===== src/rtl/countdown_pkg.sv =====
// Shared types and width helpers for the countdown controller.
//   state_t   : controller state encoding
//   val_width : bits needed for the entered value (0..max_val)
//   rem_width : bits needed for the countdown value (0..max_val*scale)
package countdown_pkg;

    typedef enum logic [2:0] {
        ST_OFF,
        ST_EMPTY,
        ST_ENTRY,
        ST_COUNT,
        ST_PAUSE
    } state_t;

    function automatic int unsigned val_width(input int unsigned max_val);
        return $clog2(max_val + 1);
    endfunction

    function automatic int unsigned rem_width(input int unsigned max_val,
                                              input int unsigned scale);
        return $clog2(max_val * scale + 1);
    endfunction

endpackage


===== src/rtl/countdown_ctrl_idle_timer.sv =====
// Idle power-down timer: counts ticks while enabled and not cleared.
//   clk, rst : clock, async active-high reset
//   tick     : 1 s enable pulse
//   clear    : synchronous clear (wins over counting)
//   enable   : count ticks only while high
//   expire   : combinational, high on the tick that reaches IDLE_TIMEOUT
module idle_timer #(
    parameter int unsigned IDLE_TIMEOUT = 10
) (
    input  logic clk,
    input  logic rst,
    input  logic tick,
    input  logic clear,
    input  logic enable,
    output logic expire
);

    localparam int unsigned CNT_W = $clog2(IDLE_TIMEOUT + 1);

    logic [CNT_W-1:0] cnt;

    // Expire on the edge that would make the count reach the timeout, so the
    // owner can power down on that same edge.
    assign expire = enable && tick && !clear && (cnt == CNT_W'(IDLE_TIMEOUT - 1));

    always_ff @(posedge clk or posedge rst) begin
        if (rst) begin
            cnt <= '0;
        end else if (clear || expire) begin
            cnt <= '0;
        end else if (enable && tick) begin
            cnt <= cnt + CNT_W'(1);
        end
    end

endmodule


===== src/rtl/countdown_ctrl.sv =====
// Keypad-driven countdown controller with pause/resume, abort and idle power-down.
//   clk, rst        : clock, async active-high reset
//   tick_1s         : one-cycle pulse per second
//   key_*           : one-cycle key pulses (priority clear>start>confirm>pause>num)
//   num             : digit, valid with key_num
//   display         : display enable
//   input_val       : entered value (saturates at MAX_VAL)
//   remaining       : countdown value
//   running, paused : high in COUNT / PAUSE
//   done            : one-cycle pulse on countdown expiry
module countdown_ctrl
    import countdown_pkg::*;
#(
    parameter int unsigned MAX_DIGITS   = 2,
    parameter int unsigned MAX_VAL      = 20,
    parameter int unsigned SCALE        = 2,
    parameter int unsigned IDLE_TIMEOUT = 10
) (
    input  logic                                   clk,
    input  logic                                   rst,
    input  logic                                   tick_1s,
    input  logic                                   key_start,
    input  logic                                   key_clear,
    input  logic                                   key_confirm,
    input  logic                                   key_pause,
    input  logic                                   key_num,
    input  logic [3:0]                             num,
    output logic                                   display,
    output logic [val_width(MAX_VAL)-1:0]          input_val,
    output logic [rem_width(MAX_VAL, SCALE)-1:0]   remaining,
    output logic                                   running,
    output logic                                   paused,
    output logic                                   done
);

    localparam int unsigned VAL_W = val_width(MAX_VAL);
    localparam int unsigned REM_W = rem_width(MAX_VAL, SCALE);
    localparam int unsigned DIG_W = $clog2(MAX_DIGITS + 1);
    localparam int unsigned ACC_W = VAL_W + 4;

    state_t           state;
    logic [DIG_W-1:0] digits;
    logic             any_key;
    logic             in_entry;
    logic             digit_ok;
    logic             idle_expire;
    logic [ACC_W-1:0] acc_raw;
    logic [VAL_W-1:0] acc_val;
    logic [REM_W-1:0] acc_rem;
    logic [REM_W-1:0] rem_dec;

    assign any_key  = key_clear | key_start | key_confirm | key_pause | key_num;
    assign in_entry = (state == ST_EMPTY) || (state == ST_ENTRY);
    assign digit_ok = key_num && (num <= 4'd9);

    // Digit accumulation with saturation, and the matching countdown start.
    always_comb begin
        acc_raw = ACC_W'(input_val) * ACC_W'(10) + ACC_W'(num);
        acc_val = (acc_raw > ACC_W'(MAX_VAL)) ? VAL_W'(MAX_VAL) : acc_raw[VAL_W-1:0];
        acc_rem = REM_W'(acc_val) * REM_W'(SCALE);
        rem_dec = (remaining != '0) ? remaining - REM_W'(1) : '0;
    end

    // Only entry states time out; any key or leaving entry resets the count.
    idle_timer #(
        .IDLE_TIMEOUT (IDLE_TIMEOUT)
    ) u_idle_timer (
        .clk    (clk),
        .rst    (rst),
        .tick   (tick_1s),
        .clear  (any_key || !in_entry),
        .enable (in_entry),
        .expire (idle_expire)
    );

    // Controller FSM with registered outputs.
    always_ff @(posedge clk or posedge rst) begin
        if (rst) begin
            state     <= ST_OFF;
            digits    <= '0;
            display   <= 1'b0;
            input_val <= '0;
            remaining <= '0;
            running   <= 1'b0;
            paused    <= 1'b0;
            done      <= 1'b0;
        end else begin
            done <= 1'b0;
            case (state)
                ST_OFF: begin
                    if (key_start) begin
                        state     <= ST_EMPTY;
                        display   <= 1'b1;
                        input_val <= '0;
                        remaining <= '0;
                        digits    <= '0;
                    end
                end
                ST_EMPTY: begin
                    if (idle_expire) begin
                        state     <= ST_OFF;
                        display   <= 1'b0;
                        input_val <= '0;
                        remaining <= '0;
                        digits    <= '0;
                    end else if (digit_ok && (num != 4'd0)) begin
                        state     <= ST_ENTRY;
                        input_val <= acc_val;
                        remaining <= acc_rem;
                        digits    <= DIG_W'(1);
                    end
                end
                ST_ENTRY: begin
                    if (idle_expire) begin
                        state     <= ST_OFF;
                        display   <= 1'b0;
                        input_val <= '0;
                        remaining <= '0;
                        digits    <= '0;
                    end else if (key_clear) begin
                        state     <= ST_EMPTY;
                        input_val <= '0;
                        remaining <= '0;
                        digits    <= '0;
                    end else if (key_confirm) begin
                        state   <= ST_COUNT;
                        running <= 1'b1;
                    end else if (digit_ok && (digits < DIG_W'(MAX_DIGITS))) begin
                        input_val <= acc_val;
                        remaining <= acc_rem;
                        digits    <= digits + DIG_W'(1);
                    end
                end
                ST_COUNT: begin
                    // Clear aborts without decrement; otherwise the tick always
                    // applies first and expiry overrides any other key.
                    if (key_clear) begin
                        state     <= ST_EMPTY;
                        running   <= 1'b0;
                        input_val <= '0;
                        remaining <= '0;
                        digits    <= '0;
                    end else if (tick_1s && (rem_dec == '0)) begin
                        state     <= ST_EMPTY;
                        running   <= 1'b0;
                        input_val <= '0;
                        remaining <= '0;
                        digits    <= '0;
                        done      <= 1'b1;
                    end else begin
                        if (tick_1s) begin
                            remaining <= rem_dec;
                        end
                        if (key_pause) begin
                            state   <= ST_PAUSE;
                            running <= 1'b0;
                            paused  <= 1'b1;
                        end
                    end
                end
                ST_PAUSE: begin
                    if (key_clear) begin
                        state     <= ST_EMPTY;
                        paused    <= 1'b0;
                        input_val <= '0;
                        remaining <= '0;
                        digits    <= '0;
                    end else if (key_pause || key_confirm) begin
                        state   <= ST_COUNT;
                        paused  <= 1'b0;
                        running <= 1'b1;
                    end
                end
                default: begin
                    state     <= ST_OFF;
                    display   <= 1'b0;
                    input_val <= '0;
                    remaining <= '0;
                    digits    <= '0;
                    running   <= 1'b0;
                    paused    <= 1'b0;
                end
            endcase
        end
    end

endmodule


===== config.mk =====
export PLATFORM = sky130hd
export DESIGN_NAME = countdown_ctrl
export DESIGN_NICKNAME = d
export VERILOG_FILES = /design/src/rtl/countdown_pkg.sv /design/src/rtl/countdown_ctrl_idle_timer.sv /design/src/rtl/countdown_ctrl.sv
export SDC_FILE = /design/constraint.sdc
export NUM_CORES = 1
export LEC_CHECK = 0
export ABC_AREA = 1
export CAP_MARGIN = 20
export CORE_UTILIZATION = 45
export DETAILED_ROUTE_END_ITERATION = 12
export PLACE_DENSITY_LB_ADDON = 0.2
export SLEW_MARGIN = 20
export SYNTH_ARGS = -nofsm -noshare
export SYNTH_HDL_FRONTEND = slang
export SYNTH_SLANG_ARGS = --single-unit

===== constraint.sdc =====
create_clock -name clk -period 5.3 [get_ports clk]
set_input_delay 1.59 -clock clk [delete_from_list [all_inputs] [get_ports clk]]
set_output_delay 1.59 -clock clk [all_outputs]
set_load 0.03 [all_outputs]

==> summary.md, run 1 <==
| Metric | Value |
|---|---|
| Status | finished clean |
| Crit Path Class | in -> reg |
| Pins Over Slew Limit | 0 |
| Hold WC Path Type | reg -> reg |
| DRT Pass-1 Iters | 4 |
| Dpl cells | 369 |
| Clock share of power | 9.9% |
| Final setup violation count | 0 |
| Total track usage | 20.67% |
| Lkg Pwr | 1.206 nW |
| Postcts setup bufs | 0 |
| Multi-input gate area | 0.001225 sq mm |
| Synth async-reset ratio | 100.0% |
| Clock buffer count from CTS | 3 |
| Net Sw Frac | 52.77% |
| Resized Gates After CTS | 0 |
| Syn nets | 322 |
| Worst-skew pair later-pin latency | 0.27 ns |
| Synth Cell Area | 0.002009 sq mm |
| Int Pwr | 0.6093 mW |
| RD Place Congestion | 0.9051 |
| Unrepaired setup endpoints after global routing | no |
| Cell accounting for the most synthesized area | dfrtp_1 |
| Filler instances | 415 |
| DIE WIDTH | 68.83 um |
| Top post-synthesis cells by area | dfrtp_1 30%, nand2_1 18%, ha_1 8.1%, inv_1 7.3%, nand3_1 6.0% |
| Post-synth top cells | 98 x nand2_1, 39 x inv_1, 25 x nor2_1 |
| Share of Yosys cell area claimed by the top area cell type | 29.89% |
| Register area | 600.6 sq um |
| VDD IR max | 0.2349 mV |
| Critical path data required time | 5.51 ns |
| Period utilization | 67.36% |
| # IOs | 27 |
| Row count | 23 |
| Flop pwr share | 22.8% |
| Via density | 5.072 |
| CP max FO | 6 |
| Tmin final | 3.570 ns |
| First-pass GRT wire length | 7348 um |
| Unique masters post-synth | 27 |
| Net switching power | 0.6810 mW |
| Htree depth | 1 |
| WHS | 0.4943 ns |
| Post-CTS Hold Fix Bufs | 0 |
| Top cell family by delay on the critical path | adder cells |
| Power density cells | 545.6 mW/mm^2 |
| Crit path max-delay cell type | fa_1 |
| Max stage delay on crit path | 0.53 ns |
| Yosys warns | 0 |
| Initial core utilization | 48.49% |
| Routed vias | 1892 |
| Core area | 0.004144 sq mm |
| Final hold vios | 0 |
| Seq/Total Area, Yosys | 29.89% |
| Die Span Y | 68.83 um |
| Placed wire-length estimate | 3422 um |
| Worst-path clk slew | 0.09 ns |
| Fin nets | 351 |
| Post-route DRC | 0 |
| Mapped Avg Cell Area | 6.812 sq um |
| Comb power frac | 67.2% |
| CTS Buffer Depth | 2 |
| Vias in the first global route | 1676 |
| Clk root buf | clkbuf_8 |
| Cell with the most instances after synthesis | nand2_1 |
| Max_slew headroom | 37.75% |
| #FFs+latches synth | 24 |
| Max cap viols | 0 |
| Drt initial violations | 108 |
| Finished Core Util | 57.07% |
| CP bufs+invs | 2 |
| Initial antenna violation count | 0 |
| WL/cell | 11.69 um |
| Ant diodes | 0 |
| Achievable frequency | 280.1 MHz |
| CTS tree | done |
| Fin Setup TNS | 0 ns |
| Worst-margin pin slew | 0.9327 ns |
| Number of port buffers | 26 |
| Dominant synthesized flop cell | dfrtp_1 |
| Final Skew | 0.004467 ns |
| Gate Count Post-Synth | 295 |
| Post-Layout Cell Count | 373 |
| Number of synthesized flops with an enable pin | 0 |
| TritonCTS Sinks | 24 |
| Startpoint types | input port |
| Area growth syn-to-layout | 17.68% |
| Die ar. | 0.004737 sq mm |
| Largest net degree at the start of global routing | 25 |
| Post-Route WL | 4360 um |
| Cell mode on critical path | nand2_1 |
| Worst path cell trace | clkdlybuf4s50_1 -> ha_1 -> inv_1 -> fa_1 -> o21bai_1 -> nand2_1 -> nand3_1 -> nand2_1 -> nor2_1 -> nand2_1 -> o21ai_0 -> nand2_1 -> nand2_1 |
| Total gr overflow | 0 |
| CP endpoint kind | flip-flop |
| Final antenna-violating net count | 0 |
| Share of layout cells above drive strength 1 | 10.84% |
| Critical Path AT | 3.78 ns |
## cell usage in the layout, fill, tap and decap left out, types with 2 or more instances in the layout
master / netlist / routed
a21oi_1: 6 / 6
clkbuf_8: 0 / 4
clkdlybuf4s50_1: 0 / 26
dfrtp_1: 24 / 24
fa_1: 2 / 2
ha_1: 13 / 13
inv_1: 39 / 39
inv_2: 4 / 4
nand2_1: 98 / 98
nand2_2: 9 / 9
nand3_1: 24 / 24
nand3_2: 5 / 5
nand4_1: 9 / 9
nor2_1: 25 / 25
nor2_2: 7 / 7
nor3_1: 3 / 3
o21ai_0: 8 / 8
o21ai_2: 4 / 4
xnor2_1: 2 / 2
xor2_1: 3 / 3
## cell type report
cell class / instances / area share [%]
clock buffer: 4 / 2.328
inverter: 43 / 6.825
multi-input combinational: 226 / 51.80
sequential: 24 / 25.40
tap: 50 / 2.646
timing repair buffer: 26 / 11.01
## final timing paths
kind                                      to         start  slack [ns]  cells after the start
worst max register to register  remaining[1]  input_val[1]        2.88                     12
worst max-delay path            remaining[1]        num[1]        1.73                     13
max in group asynchronous       input_val[2]           rst        2.91                      2
worst min register to register       running       running        0.49                      2
worst min-delay path                 running       running        0.49                      2
min in group asynchronous       input_val[4]           rst        1.82                      2
## metal layers
layer | vias up | GRT usage [%] | routed length (um)
li1 | 994 | - | -
met1 | 851 | 28.92 | 2223
met2 | 43 | 33.21 | 1941
met3 | 4 | 3.454 | 160
met4 | 0 | 4.847 | 35
met5 | - | 0 | 0
## worst reg2reg max path, cell delays in order (launching register included)
cell	delay, ns
dfrtp_1	0.45
ha_1	0.32
ha_1	0.22
fa_1	0.39
inv_1	0.09
nand2_1	0.05
a21oi_1	0.11
nand3_1	0.09
nor2_1	0.17
nand2_1	0.16
o21ai_0	0.20
nand2_1	0.06
nand2_1	0.05
## stage by stage
stage,instance area [sq um],setup WS (ns),power [mW]
CTS,2365,1.725,1.295
global placement,2310,1.505,1.154
finish,2365,1.730,1.290
detailed placement,2310,1.451,1.161
global route,2365,1.493,1.425
floorplan,2009,2.147,0.9688
## power groups by stage
stage	combinational (mW)	sequential (mW)	clock (mW)
after floorplan	0.613	0.356	0
after global placement	0.856	0.298	0
after detailed placement	0.864	0.298	0
after CTS	0.869	0.295	0.131
after global routing	0.985	0.304	0.137
final	0.868	0.294	0.128
## cell families (layout without fill, tap and decap cells)
| group | after synthesis | after routing | share of synthesized area, % |
|---|---|---|---|
| flip-flops | 24 | 24 | 29.89 |
| XOR/XNOR | 5 | 5 | 2.180 |
| AO/OA/AOI/OAI | 23 | 23 | 6.974 |
| adder cells (fa/ha/maj) | 15 | 15 | 10.09 |
| AND/OR/NAND/NOR | 183 | 183 | 41.72 |
| buffers and inverters | 45 | 73 | 9.153 |
## flip-flops by register name, indices dropped and copies added, names as in the netlist, 2 cells and up
name              flops
digits                2
input_val             5
remaining             6
state                 3
u_idle_timer.cnt      4
Power figures use the tool's default switching activity.
==> run 2: changes to the inputs <==
==> constraint.sdc (replaced) <==
create_clock -name clk -period 3.7 [get_ports clk]
set_input_delay 1.11 -clock clk [delete_from_list [all_inputs] [get_ports clk]]
set_output_delay 1.11 -clock clk [all_outputs]
set_load 0.03 [all_outputs]
==> run 2 against run 1 <==
  * Worst setup slack worse by 1.2 ns
  * Clock-buffer cell count is 1 lower
  * Via count is 0.11% lower
  * Core utilization is 0.57 points higher
  * Combinational power is 44% higher
  * Final cell count is 0.27% higher
  * Wire length is 2.8% higher
  * Sequential share of layout area is 0.25 points lower
  * Total power is 48% higher
  * Worst hold slack worse by 0.0014 ns
  * First-iteration DRC count is 15% lower
  * Critical path type unchanged
  * Largest cell class unchanged
  * Highest routed layer unchanged
==> summary.md, run 2 (same netlist as run 1, synthesis figures left out) <==
| Metric | Value |
|---|---|
| VDD IR max | 0.4373 mV (was 0.2349 mV) |
| Hold WC Path Type | reg -> reg (unchanged) |
| Max reg flops | 6 (unchanged) |
| Clk root buf | clkbuf_8 (unchanged) |
| Commonest non-fill, non-tap cell in the layout | nand2_1 (unchanged) |
| Critical path data required time | 3.92 ns (was 5.51 ns) |
| Share of layout cells above drive strength 1 | 11.11% (was 10.84%) |
| Period utilization | 84.58% |
| Dpl cell area | 0.002317 sq mm (was 0.002310 sq mm) |
| Dpl cells | 370 (was 369) |
| Largest registers | remaining: 6 flops, input_val: 5 flops, u_idle_timer.cnt: 4 flops (unchanged) |
| Postcts setup bufs | 0 (unchanged) |
| Post-CTS Hold Fix Bufs | 0 (unchanged) |
| Worst-path clk slew | 0.10 ns (was 0.09 ns) |
| Crit path max-delay cell type | fa_1 (unchanged) |
| First-pass GRT wire length | 7576 um (was 7348 um) |
| Vias in the first global route | 1747 (was 1676) |
| Initial core utilization | 48.49% (unchanged) |
| # IOs | 27 (unchanged) |
| Post-Layout Cell Count | 374 (was 373) |
| Placed wire-length estimate | 3504 um (was 3422 um) |
| Int Pwr | 0.9236 mW (was 0.6093 mW) |
| Pins Over Slew Limit | 0 (unchanged) |
| Largest net degree at the start of global routing | 25 (unchanged) |
| Drt initial violations | 92 (was 108) |
| DRT Pass-1 Iters | 4 (unchanged) |
| Clock buffer count from CTS | 3 (unchanged) |
| Max stage delay on crit path | 0.54 ns (was 0.53 ns) |
| Post-Route WL | 4484 um (was 4360 um) |
| Final antenna-violating net count | 0 (unchanged) |
| Number of port buffers | 26 (unchanged) |
| Cell mode on critical path | nand2_1 (unchanged) |
| Resized Gates After CTS | 0 (unchanged) |
| DIE WIDTH | 68.83 um (unchanged) |
| Final Skew | 0.007987 ns (was 0.004467 ns) |
| Via density | 5.053 (was 5.072) |
| Post-route DRC | 0 (unchanged) |
| Routed vias | 1890 (was 1892) |
| Startpoint types | input port (unchanged) |
| CP endpoint kind | flip-flop (unchanged) |
| Crit Path Class | in -> reg (unchanged) |
| Worst-margin pin slew | 0.4471 ns (was 0.9327 ns) |
| Comb power frac | 65.3% (was 67.2%) |
| Fin nets | 352 (was 351) |
| Status | finished clean (unchanged) |
| Area growth syn-to-layout | 18.87% (was 17.68%) |
| TritonCTS Sinks | 24 (unchanged) |
| Max_slew headroom | 69.92% (was 37.75%) |
| Top cell family by delay on the critical path | adder cells (unchanged) |
| Die Span Y | 68.83 um (unchanged) |
| Final setup violation count | 0 (unchanged) |
| Lkg Pwr | 1.217 nW (was 1.206 nW) |
| Filler instances | 401 (was 415) |
| Commonest non-fill, non-tap cells in the layout | 98 x nand2_1, 39 x inv_1, 26 x clkdlybuf4s50_1, 25 x nor2_1 (unchanged) |
| WL/cell | 11.99 um (was 11.69 um) |
| Fin Setup TNS | 0 ns (unchanged) |
| Clock share of power | 12.6% (was 9.9%) |
| RD Place Congestion | 0.9067 (was 0.9051) |
| Flop pwr share | 22.1% (was 22.8%) |
| Ant diodes | 0 (unchanged) |
| Worst-skew pair later-pin latency | 0.28 ns (was 0.27 ns) |
| Die ar. | 0.004737 sq mm (unchanged) |
| Overall Power | 1.909 mW (was 1.290 mW) |
| Worst path cell trace | clkdlybuf4s50_1 -> ha_1 -> inv_1 -> fa_1 -> o21bai_1 -> nand2_1 -> nand3_1 -> nand2_1 -> nor2_1 -> nand2_1 -> o21ai_0 -> nand2_1 -> nand2_1 (unchanged) |
| Max cap viols | 0 (unchanged) |
| Core area | 0.004144 sq mm (unchanged) |
| CTS Buffer Depth | 2 (unchanged) |
| Initial antenna violation count | 0 (unchanged) |
| CP max FO | 6 (unchanged) |
| Power density cells | 799.4 mW/mm^2 (was 545.6 mW/mm^2) |
| Critical Path AT | 3.35 ns (was 3.78 ns) |
| Achievable frequency | 319.6 MHz |
| Final hold vios | 0 (unchanged) |
| Register area | 600.6 sq um (unchanged) |
| Register with the most flip-flops | remaining (unchanged) |
| Total gr overflow | 0 (unchanged) |
| CTS tree | done (unchanged) |
| Unrepaired setup endpoints after global routing | no (unchanged) |
| Total track usage | 21.30% (was 20.67%) |
| Net Sw Frac | 51.63% (was 52.77%) |
| Fin area | 0.002389 sq mm (was 0.002365 sq mm) |
| CP bufs+invs | 2 (unchanged) |
| Row count | 23 (unchanged) |
| Tmin final | 3.129 ns |
| Multi-input gate area | 0.001225 sq mm (unchanged) |
| Htree depth | 1 (unchanged) |
| Net switching power | 0.9858 mW (was 0.6810 mW) |
run 2: changes by cell type in the layout (fill, tap and decap cells not counted), sizes merged:
cell	change
clkbuf	-1
buf	+1
bufinv	+1
run 2: worst register-to-register path, cell delays in order (launching register included):
cell and delay [ns]:
dfrtp_1 0.45, ha_1 0.32, ha_1 0.22, fa_1 0.38, inv_1 0.08, nand2_1 0.05, a21oi_1 0.11, nand3_1 0.09
nor2_1 0.18, nand2_1 0.17, o21ai_0 0.20, nand2_1 0.07, nand2_1 0.07
run 2: layer usage:
layer	vias up	global-route usage, %	wire (um)
met5	-	0	0
li1	1000	-	-
met4	0	4.847	34
met1	846	29.12	2218
met3	4	3.618	174
met2	40	35.05	2058
run 2: final timing paths:
check                             start      endpoint  slack (ns)  depth (start not counted)
max                              num[1]  remaining[2]        0.57                         13
min                             running       running        0.49                          2
max reg2reg                input_val[1]  remaining[2]        1.25                         12
min reg2reg                     running       running        0.49                          2
max in group asynchronous           rst  remaining[3]        2.28                          3
min in group asynchronous           rst      state[0]        1.17                          3
run 2: area by class of cell:
type	count	share of cell area [%]
clock inverters	1	1.257
flip-flops and latches	24	25.14
clock buffers	3	1.729
repair buffers	27	11.21
inverters	43	6.757
well taps	50	2.619
multi-input cells	226	51.28
run 2: power groups by stage:
stage	combinational [mW]	clock (mW)	sequential (mW)
floorplan	0.878	0	0.510
global placement	1.23	0	0.427
detailed placement	1.25	0	0.426
CTS	1.25	0.243	0.422
global route	1.42	0.250	0.433
finish	1.25	0.240	0.422
run 2: stage by stage:
| stage | hold slack, ns | setup WS [ns] | utilization [%] |
|---|---|---|---|
| global route | 0.5339 | 0.3600 | 57.64 |
| CTS | 0.5008 | 0.5690 | 57.64 |
| floorplan | 0.5004 | 1.027 | - |
| global placement | 0.4554 | 0.3849 | 55.92 |
| finish | 0.4929 | 0.5706 | 57.64 |
| detailed placement | 0.4767 | 0.2867 | 55.92 |
==> run 3: changes to the inputs <==
==> constraint.sdc (replaced) <==
create_clock -name clk -period 2.7 [get_ports clk]
set_input_delay 0.81 -clock clk [delete_from_list [all_inputs] [get_ports clk]]
set_output_delay 0.81 -clock clk [all_outputs]
set_load 0.03 [all_outputs]
==> run 3 against run 2 <==
  * Clock power grew 3%
  * First-iteration DRC count grew 62%
  * Cell area grew 4.2%
  * Core utilization grew 2.4 points
  * Worst setup slack lost 0.27 ns
  * Total power grew 41%
  * Register-to-register slack lost 0.90 ns
  * Clock-buffer cell count grew 1
  * Wire length grew 2.9%
  * Flip-flop and latch count is the same
  * Sequential share of layout area shrank 1.0 points
  * Worst hold slack gained 0.0065 ns
  * Critical endpoint is now input_val[2]
  * Largest cell class unchanged
==> summary.md, run 3 (same netlist as run 1, synthesis figures left out) <==
| Metric | Value |
|---|---|
| Hold WC Path Type | reg -> reg (unchanged) |
| Initial core utilization | 48.49% (unchanged) |
| Row count | 23 (unchanged) |
| Final Skew | 0.0009613 ns (was 0.007987 ns) |
| Flop pwr share | 21.7% (was 22.1%) |
| Clk root buf | clkbuf_8 (unchanged) |
| Post-CTS Hold Fix Bufs | 0 (unchanged) |
| Clock buffer count from CTS | 3 (unchanged) |
| Crit. path cell count | 13 (unchanged) |
| Unrepaired setup endpoints after global routing | no (unchanged) |
| Share of layout cells above drive strength 1 | 16.62% (was 11.11%) |
| Cell count of the worst reg-to-reg path | 11 (was 12) |
| Critical path data required time | 2.86 ns (was 3.92 ns) |
| Drt initial violations | 149 (was 92) |
| Htree depth | 1 (unchanged) |
| Ant diodes | 0 (unchanged) |
| Commonest non-fill, non-tap cell in the layout | nand2_1 (unchanged) |
| Number of port buffers | 26 (unchanged) |
| Fin Setup TNS | 0 ns (unchanged) |
| Fin area | 0.002490 sq mm (was 0.002389 sq mm) |
| Int Pwr | 1.296 mW (was 0.9236 mW) |
| Status | finished clean (unchanged) |
| Post-route DRC | 0 (unchanged) |
| Fin nets | 365 (was 352) |
| Total track usage | 20.59% (was 21.30%) |
| Comb power frac | 69.1% (was 65.3%) |
| Reg2reg setup slack | 0.35 ns (was 1.25 ns) |
| TritonCTS Sinks | 24 (unchanged) |
| First-pass GRT wire length | 7383 um (was 7576 um) |
| Core area | 0.004144 sq mm (unchanged) |
| Worst-path clk slew | 0.09 ns (was 0.10 ns) |
| CP bufs+invs | 3 (was 2) |
| Max cap viols | 0 (unchanged) |
| Final hold vios | 0 (unchanged) |
| Reg2reg start | input_val[1] (unchanged) |
| Crit Path Class | in -> reg (unchanged) |
| Die Span Y | 68.83 um (unchanged) |
| Worst-skew pair later-pin latency | 0.26 ns (was 0.28 ns) |
| Reg-to-Reg End | input_val[2] (was remaining[2]) |
| Crit path capture | input_val[2] (was remaining[2]) |
| CTS Buffer Depth | 2 (unchanged) |
| Final antenna-violating net count | 0 (unchanged) |
| Cell mode on critical path | nand2_1 (unchanged) |
| Register with the most flip-flops | remaining (unchanged) |
| Largest registers | remaining: 6 flops, input_val: 5 flops, u_idle_timer.cnt: 4 flops (unchanged) |
| Max_slew headroom | 76.91% (was 69.92%) |
| Achievable frequency | 416.7 MHz |
| Top cell family by delay on the critical path | buffers and inverters (was adder cells) |
| Dpl cell area | 0.002400 sq mm (was 0.002317 sq mm) |
| Startpoint types | input port (unchanged) |
| DRT Pass-1 Iters | 4 (unchanged) |
| CP max FO | 6 (unchanged) |
| Largest net degree at the start of global routing | 25 (unchanged) |
| Post-Route WL | 4613 um (was 4484 um) |
| WL/cell | 11.92 um (was 11.99 um) |
| Initial antenna violation count | 0 (unchanged) |
| CP endpoint kind | flip-flop (unchanged) |
| Tmin final | 2.400 ns |
| Overall Power | 2.689 mW (was 1.909 mW) |
| Critical Path AT | 2.56 ns (was 3.35 ns) |
| Placed wire-length estimate | 3572 um (was 3504 um) |
| Post-Layout Cell Count | 387 (was 374) |
| Vias in the first global route | 1651 (was 1747) |
| Max reg flops | 6 (unchanged) |
| Crit path max-delay cell type | clkdlybuf4s50_1 (was fa_1) |
| RD Place Congestion | 0.8921 (was 0.9067) |
| Net Sw Frac | 51.81% (was 51.63%) |
| Lkg Pwr | 1.288 nW (was 1.217 nW) |
| Area growth syn-to-layout | 23.91% (was 18.87%) |
| Net switching power | 1.393 mW (was 0.9858 mW) |
| Max stage delay on crit path | 0.44 ns (was 0.54 ns) |
| WHS | 0.4994 ns (was 0.4929 ns) |
| Routed vias | 1955 (was 1890) |
| Final setup violation count | 0 (unchanged) |
| Dpl cells | 381 (was 370) |
| Power density cells | 1080 mW/mm^2 (was 799.4 mW/mm^2) |
| Die ar. | 0.004737 sq mm (unchanged) |
| Clock share of power | 9.2% (was 12.6%) |
| DIE WIDTH | 68.83 um (unchanged) |
| Commonest non-fill, non-tap cells in the layout | 95 x nand2_1, 38 x inv_1 (was 98 x nand2_1, 39 x inv_1, 26 x clkdlybuf4s50_1, 25 x nor2_1) |
| Pins Over Slew Limit | 0 (unchanged) |
| Filler instances | 413 (was 401) |
| Total gr overflow | 0 (unchanged) |
| VDD IR max | 0.5626 mV (was 0.4373 mV) |
| Via density | 5.052 (was 5.053) |
| # IOs | 27 (unchanged) |
| CTS tree | done (unchanged) |
| Worst-margin pin slew | 0.3432 ns (was 0.4471 ns) |
| Worst path cell trace | clkdlybuf4s50_1 -> ha_1 -> inv_1 -> nand2_1 -> nand2_1 -> nand2_1 -> nand3_1 -> nand2_1 -> nor2_2 -> nand3_1 -> nand2_2 -> buf_4 -> o21ai_2 (was clkdlybuf4s50_1 -> ha_1 -> inv_1 -> fa_1 -> o21bai_1 -> nand2_1 -> nand3_1 -> nand2_1 -> nor2_1 -> nand2_1 -> o21ai_0 -> nand2_1 -> nand2_1) |
| Crit. Startpoint | num[3] (was num[1]) |
| Period utilization | 88.88% |
## run 3: changes by cell type in the layout (fill, tap and decap cells not counted), sizes merged
cell | previous run | this run
buf | 1 | 14
bufinv | 1 | 0
clkdlybuf4s50 | 26 | 24
dlymetal6s2s | 0 | 2
clkbuf | 3 | 4
## run 3: worst min path at each step
stage / startpoint / to / slack, ns / cells past startpoint
3_3_place_gp: running / running / 0.46 / 2
4_1_cts: running / running / 0.51 / 2
5_1_grt: running / running / 0.52 / 2
2_1_floorplan: digits[0] / digits[0] / 0.50 / 2
6_report: running / running / 0.50 / 2
3_5_place_dp: running / running / 0.48 / 2
## run 3: metal layers
metal	vias up	global-route usage (%)	part of all wire, %	routed length, um
met1	872	31.10	51	2353
met3	6	1.974	3.7	171
li1	1029	-	-	-
met2	48	30.51	44	2035
met5	-	0	0	0
met4	0	6.633	1.1	53
## run 3: final cells by class
cell class / instances / area, sq um / share of cell area (%)
multi-input combinational: 226 / 1240 / 49.80
sequential: 24 / 600.6 / 24.12
clock buffer: 4 / 55.05 / 2.211
inverter: 43 / 161.4 / 6.482
timing repair buffer: 40 / 370.4 / 14.87
tap: 50 / 62.56 / 2.513
## run 3: worst min-delay path: stages (launching register included)
cell	delay, ns
dfrtp_1	0.36
nand2_1	0.06
nand2_1	0.05
## run 3: repair_timing
| action | 4_1_cts | 5_1_grt |
|---|---|---|
| pin swaps | 0 | 6 |
| buffers inserted | 0 | 2 |
| gates resized for setup | 2 | 10 |
| setup endpoints to repair | 7 | 10 |
## run 3: through the flow
step	worst slack (ns)	util (%)
floorplan	0.3267	-
global placement	-0.2772	57.91
detailed placement	-0.3379	57.91
CTS	0.008733	59.36
global route	0.1367	60.08
finish	0.3004	60.08
## run 3: power groups by stage
stage | registers (mW) | clock network (mW) | logic, mW
5_1_grt | 0.597 | 0.262 | 2.09
3_3_place_gp | 0.585 | 0 | 1.74
6_report | 0.583 | 0.247 | 1.86
2_1_floorplan | 0.699 | 0 | 1.20
4_1_cts | 0.580 | 0.254 | 1.79
3_5_place_dp | 0.585 | 0 | 1.76
